[src/rtl/mem_burst_ctrl_pkg.sv]
// Shared defaults and state encoding for the memory burst controller.
package mem_burst_ctrl_pkg;

   localparam int MEM_WIDTH_DEF  = 8;
   localparam int DATA_WIDTH_DEF = 16;
   localparam int LEN_WIDTH_DEF  = 4;

   typedef enum logic [1:0] {
      ST_IDLE  = 2'd0,
      ST_READ  = 2'd1,
      ST_FILL  = 2'd2,
      ST_DRAIN = 2'd3
   } state_t;

endpackage

[src/rtl/mem_burst_ctrl_burst_counter.sv]
// Loadable burst address/remaining-count pair; last_o flags the final word.
module mem_burst_ctrl_burst_counter #(
   parameter int AW = 8,
   parameter int LW = 4
) (
   input  logic          clk,
   input  logic          rst_n,
   input  logic          load_i,
   input  logic          step_i,
   input  logic [AW-1:0] addr_i,
   input  logic [LW-1:0] len_i,
   output logic [AW-1:0] addr_o,
   output logic          last_o
);

   logic [AW-1:0] addr_q, addr_d;
   logic [LW-1:0] rem_q, rem_d;

   // Address wraps naturally at the top of memory.
   always_comb begin
      addr_d = addr_q;
      rem_d  = rem_q;
      if (load_i) begin
         addr_d = addr_i;
         rem_d  = len_i;
      end else if (step_i) begin
         addr_d = addr_q + 1'b1;
         rem_d  = rem_q - 1'b1;
      end
   end

   always_ff @(posedge clk or negedge rst_n) begin
      if (!rst_n) begin
         addr_q <= '0;
         rem_q  <= '0;
      end else begin
         addr_q <= addr_d;
         rem_q  <= rem_d;
      end
   end

   assign addr_o = addr_q;
   assign last_o = (rem_q == '0);

endmodule

[src/rtl/mem_burst_ctrl.sv]
// Burst initiator for a single-port memory with 1-cycle registered output:
// read bursts, constant-fill bursts, and a response stream back to the datapath.
module mem_burst_ctrl
   import mem_burst_ctrl_pkg::*;
#(
   parameter int MEM_WIDTH  = MEM_WIDTH_DEF,
   parameter int DATA_WIDTH = DATA_WIDTH_DEF,
   parameter int LEN_WIDTH  = LEN_WIDTH_DEF
) (
   input  logic                  clk,
   input  logic                  rst_n,
   input  logic                  req_valid_i,
   output logic                  req_ready_o,
   input  logic                  req_we_i,
   input  logic [MEM_WIDTH-1:0]  req_addr_i,
   input  logic [LEN_WIDTH-1:0]  req_len_i,
   input  logic [DATA_WIDTH-1:0] req_wdata_i,
   output logic                  rsp_valid_o,
   output logic                  rsp_last_o,
   output logic [DATA_WIDTH-1:0] rsp_rdata_o,
   output logic                  mem_we_o,
   output logic [MEM_WIDTH-1:0]  mem_addr_o,
   output logic [DATA_WIDTH-1:0] mem_din_o,
   input  logic [DATA_WIDTH-1:0] mem_dout_i
);

   state_t                state_q, state_d;
   logic [DATA_WIDTH-1:0] fill_val_q, fill_val_d;
   logic                  rd_pend_q, rd_pend_d;
   logic                  last_q, last_d;
   logic                  load, step, cnt_last;
   logic [MEM_WIDTH-1:0]  cur_addr;

   mem_burst_ctrl_burst_counter #(
      .AW (MEM_WIDTH),
      .LW (LEN_WIDTH)
   ) u_cnt (
      .clk    (clk),
      .rst_n  (rst_n),
      .load_i (load),
      .step_i (step),
      .addr_i (req_addr_i),
      .len_i  (req_len_i),
      .addr_o (cur_addr),
      .last_o (cnt_last)
   );

   always_comb begin
      state_d    = state_q;
      load       = 1'b0;
      step       = 1'b0;
      fill_val_d = fill_val_q;
      unique case (state_q)
         ST_IDLE: begin
            if (req_valid_i) begin
               load       = 1'b1;
               fill_val_d = req_wdata_i;
               state_d    = req_we_i ? ST_FILL : ST_READ;
            end
         end
         ST_READ, ST_FILL: begin
            step = 1'b1;
            if (cnt_last) state_d = ST_DRAIN;
         end
         ST_DRAIN: state_d = ST_IDLE;
         default:  state_d = ST_IDLE;
      endcase
   end

   // Memory output is valid the cycle after each read address, and after
   // the final fill write (write-through echo serves as the fill ack).
   always_comb begin
      rd_pend_d = (state_q == ST_READ) || ((state_q == ST_FILL) && cnt_last);
      last_d    = ((state_q == ST_READ) || (state_q == ST_FILL)) && cnt_last;
   end

   always_ff @(posedge clk or negedge rst_n) begin
      if (!rst_n) begin
         state_q    <= ST_IDLE;
         fill_val_q <= '0;
         rd_pend_q  <= 1'b0;
         last_q     <= 1'b0;
      end else begin
         state_q    <= state_d;
         fill_val_q <= fill_val_d;
         rd_pend_q  <= rd_pend_d;
         last_q     <= last_d;
      end
   end

   assign req_ready_o = (state_q == ST_IDLE);
   assign mem_we_o    = (state_q == ST_FILL);
   assign mem_addr_o  = cur_addr;
   assign mem_din_o   = fill_val_q;
   assign rsp_valid_o = rd_pend_q;
   assign rsp_last_o  = last_q;
   assign rsp_rdata_o = mem_dout_i;

endmodule
[config.mk]
export PLATFORM = sky130hd
export DESIGN_NAME = mem_burst_ctrl
export DESIGN_NICKNAME = d
export VERILOG_FILES = /design/src/rtl/mem_burst_ctrl_pkg.sv /design/src/rtl/mem_burst_ctrl_burst_counter.sv /design/src/rtl/mem_burst_ctrl.sv
export SDC_FILE = /design/constraint.sdc
export NUM_CORES = 1
export LEC_CHECK = 0
export BUFFER_PORTS_ARGS = -buffer_cell sky130_fd_sc_hd__buf_2
export CAP_MARGIN = 20
export CORE_MARGIN = 2
export CORE_UTILIZATION = 43
export CTS_CLUSTER_SIZE = 8
export DETAILED_ROUTE_END_ITERATION = 12
export MAX_ROUTING_LAYER = met4
export PLACE_DENSITY_LB_ADDON = 0.12
export SYNTH_ARGS = -nofsm -noshare
export SYNTH_HDL_FRONTEND = slang
export SYNTH_SLANG_ARGS = --single-unit
export TNS_END_PERCENT = 10
[constraint.sdc]
create_clock -name clk -period 2.1 [get_ports clk]
set_input_delay 0.63 -clock clk [delete_from_list [all_inputs] [get_ports clk]]
set_output_delay 0.63 -clock clk [all_outputs]
set_load 0.02 [all_outputs]
==> impl_metrics.toml <==
[clock_network]
root_buffer = "clkbuf_8"
h-tree-depth = 2
clkLatencyLatePin_ns = 0.27
cts_tree = "built"
clkTransAtPathRegs_ns = 0.06
cts_buffers = 5
holdBufCountCts = 0
cts_resized = 0
clock_path_buffers = 2
cts_setup_buffers = 0
clock_sinks = 32

[yosys]
synth.area.top_cells = "dfrtp_1 (51%), nand2_1 (15%), buf_4 (7.6%), o21ai_0 (4.1%), ha_1 (4.0%)"
ys_seq_area_frac = 0.507
yosysWarnings = 0
synth_top_cell_area_share = 0.507
yosys.area.top_type = "dfrtp_1"
syn_area_um2 = 1580
synth_fp_nets = 230
synth_cell_types = 24
synth-seq-cells = 32
syn_inst = 177
syn_avg_cell_area_um2 = 8.92

[placed_design]
io_buffer_count = 59
place_hpwl_mm = 2.47
dp_slack_ns = 0.320
dpl.cell_count = 263
gp_congestion = 0.791

[layout]
fin_util = 0.519
area_delta_synth_final_pct = 18.6
drive_above_1_share = 0.306
fin_cells = 270
nets = 275
diodes = 0

[floorplan]
fp.dieW_um = 64.6
start_util = 0.438
rows = 22
die_area_um2 = 4170
die_h_um = 64.6
coreArea_um2 = 3610
num_io_pins = 92

[grt]
grt_usage = 0.176
antenna_found_initial = 0
gr-total-overflow = 0
grt_pass1_vias = 1208
grt_first_pass_wirelength_mm = 5.35
grt_max_degree = 33

[sta]
fin_skew_ns = 0.00404
timing.final.ws_setup_ns = 0.260
finalCritPeriodShare = 0.876
final_max_slew_viol_count = 0
tns_ns = 0
rsz0062_at_grt = "no"
period_minus_slack_ns = 1.84
relSlewSlack = 0.543
finalSetupViolations = 0
hold_violations = 0
fmax_mhz = 544
worstMarginPinSlew_ns = 0.685

[pwr]
p_per_area_nw_per_um2 = 1650
switchingPower_mw = 1.37
p_seq_frac = 0.367
pwr-share-comb = 0.495
ir_drop_v = 0.000717
clockPowerShare = 0.138
p_leak_nw = 0.991
power.total_mw = 3.09
intPower_mw = 1.72
sw_frac_of_total = 0.443

[setup_path]
critPathKind = "flip-flop to output pin"
path_max_fanout = 6
max_stage_delay_ns = 0.38
worst_setup_path_end_kind = "output pin"
critPathLaunchType = "flip-flop"
r2r_start = "state_q[0]$_DFFE_PN0P_"
path_cells = "inv_1 > ha_1 > buf_2"
r2r_setup_slack_ns = 0.33
arrival_ns = 1.21
critical_path_buf_inv_count = 2
cp.required_ns = 1.47
r2r_end = "u_cnt.rem_q[3]$_DFFE_PN0P_"
rr_worst_depth = 5
crit_family = "flip-flops"
cp_slowest_cell = "dfrtp_1"

[job]
drv_cap = 0

[detailed_routing]
drt_first_pass_iters = 4
antenna_left = 0
wl_per_cell_um = 12.1
drc = 0
routed_via_density = 4.88
totalWireLength_mm = 3.27
vias = 1318
drt-initial-drc-count = 38

[min_path]
hold_path_class = "primary input to async pin"

[outcome]
status = "finished clean"
## per-stage QoR
| step | area, um^2 | hold slack (ns) |
|---|---|---|
| 2_1_floorplan | 1580 | 0.334 |
| 3_3_place_gp | 1800 | 0.452 |
| 3_5_place_dp | 1800 | 0.462 |
| 4_1_cts | 1870 | 0.423 |
| 5_1_grt | 1870 | 0.450 |
| 6_report | 1870 | 0.393 |
## per-layer routing
layer,part of all wire,vias to the layer above,global-route usage
li1,-,647,-
met1,0.43,608,0.206
met2,0.48,50,0.280
met3,0.075,13,0.0677
met4,0.017,0,0.0612
met5,0,-,-
## cells in the final DEF (no fill, tap or decap), types with 2 or more instances in the layout
master,Yosys,final
o21ai_0,13,13
nand2_1,61,61
nand3_1,2,2
a21oi_1,2,2
buf_4,16,2
xor2_1,4,4
a221oi_1,2,2
xnor2_1,3,3
buf_2,0,59
a31oi_1,3,3
ha_1,5,5
inv_1,7,7
clkbuf_8,0,5
nor2_1,6,6
dfrtp_1,32,32
nand4_1,4,4
or3_1,3,3
## registers in the layout, indices dropped and copies added, names as in the netlist
name	cells
u_cnt.addr_o	8
u_cnt.rem_q	4
rsp_last_o	1
state_q	2
rsp_valid_o	1
mem_din_o	16
## cell families after synthesis
group                    count (synthesis)  synth area share
multiplexers                             1           0.00634
XOR/XNOR                                 7            0.0388
AO/OA/AOI/OAI                           22            0.0808
flip-flops                              32             0.507
buffers and inverters                   30             0.114
AND/OR/NAND/NOR                         80             0.213
adder cells (fa/ha/maj)                  5            0.0396
## power groups by stage
stage / Clock (mW) / Sequential [mW] / Combinational [mW]
5_1_grt: 0.472 / 1.17 / 1.72
6_report: 0.426 / 1.13 / 1.53
3_5_place_dp: 0 / 1.14 / 1.56
4_1_cts: 0.440 / 1.13 / 1.56
3_3_place_gp: 0 / 1.13 / 1.50
2_1_floorplan: 0 / 1.41 / 0.871
## worst max path at each step
| stage | depth (start not counted) | from | to |
|---|---|---|---|
| 2_1_floorplan | 6 | state_q[0]$_DFFE_PN0P_ | u_cnt.addr_o[2]$_DFFE_PN0P_ |
| 3_3_place_gp | 5 | state_q[0]$_DFFE_PN0P_ | u_cnt.rem_q[3]$_DFFE_PN0P_ |
| 3_5_place_dp | 5 | state_q[0]$_DFFE_PN0P_ | u_cnt.rem_q[3]$_DFFE_PN0P_ |
| 4_1_cts | 3 | state_q[0]$_DFFE_PN0P_ | req_ready_o |
| 5_1_grt | 5 | state_q[1]$_DFFE_PN0P_ | u_cnt.rem_q[3]$_DFFE_PN0P_ |
| 6_report | 3 | state_q[0]$_DFFE_PN0P_ | req_ready_o |
## final cells by class
| class | count | area (um^2) |
|---|---|---|
| repair buffers | 61 | 310 |
| flip-flops and latches | 32 | 801 |
| clock inverters | 1 | 5.00 |
| clock buffers | 6 | 72.6 |
| inverters | 7 | 26.3 |
| multi-input cells | 115 | 598 |
| well taps | 48 | 60.1 |
| fillers | 355 | 1730 |
## cell usage after synthesis (all sizes together)
cell	n
nor3	1
nand4	4
a221oi	2
mux2i	1
inv	7
clkbuf	6
xnor2	3
ha	5
or3b	1
a21oi	2
o21bai	1
nand2	61
xor2	4
a22o	1
or3	3
a31oi	3
nor4b	1
and2	1
o21ai	13
nor2	6
dfrtp	32
nand3	2
buf	17
Note: power is estimated with default switching activity, not from simulation.
